File: src/rtl/uart_tx_arbiter.sv
// Two-requester round-robin arbiter feeding a single 8N1 UART transmitter.
// One byte per grant; WAIT clocks per bit; per-requester accepted-byte counters.
module uart_tx_arbiter #(
  parameter int unsigned WAIT  = 8,
  parameter int unsigned CNT_W = 16
) (
  input  logic             clk,
  input  logic             rst_n,
  input  logic             req0_valid,
  input  logic [7:0]       req0_data,
  output logic             req0_ready,
  input  logic             req1_valid,
  input  logic [7:0]       req1_data,
  output logic             req1_ready,
  output logic             uart_tx,
  output logic             busy,
  output logic             grant_id,
  output logic [CNT_W-1:0] sent0,
  output logic [CNT_W-1:0] sent1
);

  typedef enum logic [1:0] {IDLE, START, DATA, STOP} state_t;

  localparam logic [15:0] WAIT_M1 = 16'(WAIT - 1);

  state_t           state, state_n;
  logic [15:0]      wcnt, wcnt_n;
  logic [2:0]       bcnt, bcnt_n;
  logic [7:0]       shreg, shreg_n;
  logic             tx_n;
  logic             last_grant, last_n;
  logic             gid_n;
  logic [CNT_W-1:0] s0_n, s1_n;
  logic             idle, wait_done, xfer, winner;
  logic [7:0]       wdata;

  assign idle      = (state == IDLE);
  assign busy      = !idle;
  assign wait_done = (wcnt == WAIT_M1);

  // On contention the requester that did not own the last frame wins.
  assign req0_ready = idle && req0_valid && (!req1_valid || last_grant);
  assign req1_ready = idle && req1_valid && (!req0_valid || !last_grant);
  assign xfer       = req0_ready || req1_ready;
  assign winner     = req1_ready;
  assign wdata      = req1_ready ? req1_data : req0_data;

  always_comb begin
    state_n = state;
    wcnt_n  = wcnt;
    bcnt_n  = bcnt;
    shreg_n = shreg;
    tx_n    = uart_tx;
    last_n  = last_grant;
    gid_n   = grant_id;
    s0_n    = sent0;
    s1_n    = sent1;
    case (state)
      IDLE: begin
        tx_n = 1'b1;
        if (xfer) begin
          shreg_n = wdata;
          last_n  = winner;
          gid_n   = winner;
          if (winner) s1_n = sent1 + CNT_W'(1);
          else        s0_n = sent0 + CNT_W'(1);
          state_n = START;
          tx_n    = 1'b0;
          wcnt_n  = '0;
          bcnt_n  = '0;
        end
      end
      START: begin
        if (wait_done) begin
          wcnt_n  = '0;
          state_n = DATA;
          tx_n    = shreg[0];
        end else begin
          wcnt_n = wcnt + 16'd1;
        end
      end
      DATA: begin
        if (wait_done) begin
          wcnt_n  = '0;
          shreg_n = shreg >> 1;
          // The register drives the line, so the next bit is read one place ahead.
          if (bcnt == 3'd7) begin
            state_n = STOP;
            tx_n    = 1'b1;
            bcnt_n  = '0;
          end else begin
            bcnt_n = bcnt + 3'd1;
            tx_n   = shreg[1];
          end
        end else begin
          wcnt_n = wcnt + 16'd1;
        end
      end
      STOP: begin
        tx_n = 1'b1;
        if (wait_done) begin
          wcnt_n  = '0;
          state_n = IDLE;
        end else begin
          wcnt_n = wcnt + 16'd1;
        end
      end
      default: begin
        state_n = IDLE;
        tx_n    = 1'b1;
      end
    endcase
  end

  always_ff @(posedge clk or negedge rst_n) begin
    if (!rst_n) begin
      state      <= IDLE;
      wcnt       <= '0;
      bcnt       <= '0;
      shreg      <= '0;
      uart_tx    <= 1'b1;
      last_grant <= 1'b1;
      grant_id   <= 1'b0;
      sent0      <= '0;
      sent1      <= '0;
    end else begin
      state      <= state_n;
      wcnt       <= wcnt_n;
      bcnt       <= bcnt_n;
      shreg      <= shreg_n;
      uart_tx    <= tx_n;
      last_grant <= last_n;
      grant_id   <= gid_n;
      sent0      <= s0_n;
      sent1      <= s1_n;
    end
  end

endmodule

File: config.mk
export PLATFORM = sky130hd
export DESIGN_NAME = uart_tx_arbiter
export DESIGN_NICKNAME = d
export VERILOG_FILES = /design/src/rtl/uart_tx_arbiter.sv
export SDC_FILE = /design/constraint.sdc
export NUM_CORES = 1
export LEC_CHECK = 0
export ABC_AREA = 1
export BUFFER_PORTS_ARGS = -buffer_cell sky130_fd_sc_hd__buf_2
export CORE_ASPECT_RATIO = 1.5
export CORE_UTILIZATION = 43
export CTS_CLUSTER_SIZE = 8
export DETAILED_ROUTE_END_ITERATION = 10
export HOLD_SLACK_MARGIN = 0.08
export PLACE_DENSITY = 0.69
export SETUP_SLACK_MARGIN = 0.5
export SYNTH_ARGS = -nofsm -noshare
export SYNTH_HDL_FRONTEND = slang
export SYNTH_SLANG_ARGS = --single-unit
File: constraint.sdc
create_clock -name clk -period 1.7 [get_ports clk]
set_clock_uncertainty 0.2 [all_clocks]
set_input_delay 0.085 -clock clk [delete_from_list [all_inputs] [get_ports clk]]
set_output_delay 0.085 -clock clk [all_outputs]
set_load 0.02 [all_outputs]
==> results.py <==
metrics = {
    "outcome": {
        "status": "finished with violations",
        "violations": "negative setup slack",
    },
    "synth": {
        "yosysTopAreaCell": "dfrtp_1",
        "ys_top_cells_by_area": "dfrtp_1 41%, nand2_1 19%, nor2_1 7.1%",
        "syn_avg_cell_area_um2": 7.09,
        "ys_ff_latch": 64,
        "yosysSeqAreaShare": 0.425,
        "syn_nets": 562,
        "synthDistinctLibCells": 27,
        "synth_warnings": 0,
        "syn_area_um2": 3770,
        "synthCells": 532,
        "yosysTopAreaCellShare": 0.411,
    },
    "floorplanning": {
        "start_util": 0.446,
        "pin_count": 57,
        "rows": 41,
        "die_height_um": 117,
        "core_area_um2": 8460,
        "die_w_um": 78.5,
        "die-area_um2": 9160,
    },
    "clock_network": {
        "cts_root_buf": "clkbuf_16",
        "clock-sinks": 64,
        "clk_pin_slew_ps": 50,
        "htreeDepth": 3,
        "cts_buffer_depth": 2,
        "tritoncts": "done",
        "cts_buffers": 9,
        "cts_hold_buf": 17,
        "insertion_delay_ps": 340,
    },
    "sta": {
        "max_freq_mhz": 557,
        "fin_crit_ps": 1800,
        "setup_viol": 37,
        "grt_setup_unrepaired": "yes",
        "fin_crit_sh": 1.06,
        "tightest_slew_ps": 363,
        "finalHoldViolCount": 0,
        "relSlewSlack": 0.758,
        "tns_ps": -1130,
        "finalMaxSlewViolations": 0,
        "setup_ws_ps": -96.0,
    },
    "critical_path": {
        "crit_chain": "inv_2 > ha_4 > nand2_4 > a21oi_4 > buf_6 > nand2_4 > nor2_4 > nand3_2 > nand2_1 > nand2_1",
        "cp.required_ps": 1720,
        "worst_setup_path_end_kind": "flip-flop",
        "critPathTopFamily": "simple AND/OR/NAND/NOR gates",
        "cp_data_arrival_time_ps": 1820,
        "crit_path_start_kind": "flip-flop",
        "reg2reg_slack_ps": -100,
        "r2r_start": "state[0]",
        "path_class": "reg -> reg",
        "cp_slowest_cell": "dfrtp_1",
        "reg2reg_depth": 10,
        "r2r-end": "sent0[13]",
        "critPathMaxStageDelay_ps": 390,
        "cp.buffers_inverters": 2,
        "cp_max_fo": 7,
    },
    "finish": {
        "drive_gt1_frac": 0.361,
        "fill_cells": 607,
        "fin_util": 0.699,
        "num_antenna_cells": 0,
        "nets": 718,
        "syn2layout_area_growth_pct": 56.9,
    },
    "global_routing": {
        "gr-total-overflow": 0,
        "antenna_found_initial": 0,
        "grt_pass1_vias": 3967,
        "grt_max_degree": 65,
        "grtUsageTotal": 0.245,
        "grt_pass1_wl_mm": 17.3,
    },
    "pwr": {
        "p_leak_nw": 3.01,
        "ir_drop_uv": 1210,
        "powerDensity_nw_per_um2": 1360,
    },
    "detailed_routing": {
        "ant_nets": 0,
        "drtIter0Drc": 265,
        "via_per_inst": 5.07,
        "drt_pass1_iterations": 5,
        "vias": 4055,
        "m1WireLength_mm": 4.05,
        "wl_per_cell_um": 14.0,
        "wl_met2_mm": 6.20,
        "topRoutingLayerUsed": "met4",
        "wl_mm": 11.2,
        "wl_met3_um": 423,
        "drc": 0,
    },
    "placement": {
        "port_buffers": 56,
        "dp.final_hpwl_mm": 6.78,
        "place_ws_ps": -76.5,
        "place.gp.congestion": 0.880,
    },
    "hold_path": {
        "hold_end": "grant_id",
        "hp-start": "req1_valid",
        "min_path_cells": 4,
        "hold_class": "in -> reg",
    },
    "run": {
        "maxCapViolations": 0,
    },
}
cell type report:
class	count	area [um2]	share of cell area
Multi-Input combinational cell	391	2240	0.378
Sequential cell	64	1620	0.273
Timing Repair Buffer	155	1340	0.227
Inverter	67	264	0.0446
Clock buffer	13	260	0.0440
Tap cell	107	134	0.0226
Clock inverter	3	65.1	0.0110
stage by stage:
step / hold WS (ps) / area [um2] / power (mW) / instances
finish: 14.0 / 5920 / 8.06 / 800
global route: 68.1 / 5920 / 8.51 / 800
CTS: 0.683 / 5650 / 7.67 / 786
detailed placement: -71.1 / 4640 / 4.92 / 727
global placement: -71.9 / 4640 / 4.83 / 727
floorplan: -411 / 3970 / 3.98 / 532
cell usage after synthesis:
| library cell | count |
|---|---|
| a21oi_1 | 3 |
| a21oi_2 | 2 |
| buf_2 | 7 |
| buf_4 | 2 |
| buf_6 | 1 |
| clkbuf_1 | 1 |
| dfrtp_1 | 62 |
| dfstp_2 | 2 |
| ha_1 | 10 |
| inv_1 | 64 |
| inv_2 | 3 |
| nand2_1 | 190 |
| nand2_2 | 1 |
| nand3_1 | 47 |
| nand3b_1 | 2 |
| nand3b_2 | 1 |
| nand4_1 | 15 |
| nor2_1 | 71 |
| nor2_4 | 3 |
| nor3_1 | 2 |
| nor3_2 | 1 |
| o21ai_0 | 14 |
| o21ai_1 | 2 |
| o21bai_1 | 3 |
| or2_2 | 2 |
| xnor2_1 | 6 |
| xor2_1 | 15 |
metal layers:
metal / GRT usage / vias to the layer above
met5: 0 / -
li1: - / 1970
met3: 0.0484 / 44
met2: 0.446 / 118
met1: 0.253 / 1923
met4: 0.167 / 0
registers in the layout (all words and copies together), names as in the netlist:
register,count
bcnt,3
uart_tx,1
state,2
last_grant,1
sent0,16
sent1,16
shreg,8
grant_id,1
wcnt,16
where the power goes:
part	switching [mW]	internal, mW
combinational	2.03	1.80
sequential	0.322	1.89
clock	0.664	1.36
layout by cell type, fill, tap and decap left out, drive strengths merged, types with 5 or more instances in the layout:
cell type      n
inv           67
clkbuf        13
dfrtp         62
o21ai         16
ha            10
a21oi          5
xnor2          6
nor2          74
xor2          15
buf          138
nand4         15
nand3         47
nand2        192
dlygate4sd3   17
logic make-up (layout without fill, tap and decap cells):
kind of cell	count (synthesis)	count (layout)	share of synthesized area
flops	64	64	0.425
simple gates	335	336	0.373
fa+ha+maj	10	10	0.0332
xor+xnor	21	21	0.0488
compound gates	24	24	0.0358
buf+inv	78	238	0.0839
worst max-delay path by stage:
stage	slack (ps)	cells after the start	end	from
after floorplan	60	8	sent0[5]	state[1]
after global placement	-30	9	sent0[13]	state[1]
after detailed placement	-80	9	sent0[13]	state[1]
after CTS	-110	10	sent0[13]	state[0]
after global routing	-180	10	sent0[13]	state[1]
final	-100	10	sent0[13]	state[0]
repair_timing:
item	CTS	global route
resized for setup	97	52
setup buffers	26	13
pin swaps	17	18
cloned	0	1
setup endpoints to repair	97	98
endpoints found under the hold margin	75	1
tightest hold or removal path: stages:
cell and delay, ps:
buf_2 160, nand2_4 120, nand3_1 100, nand2_1 50
(Power assumes the default switching activity.)
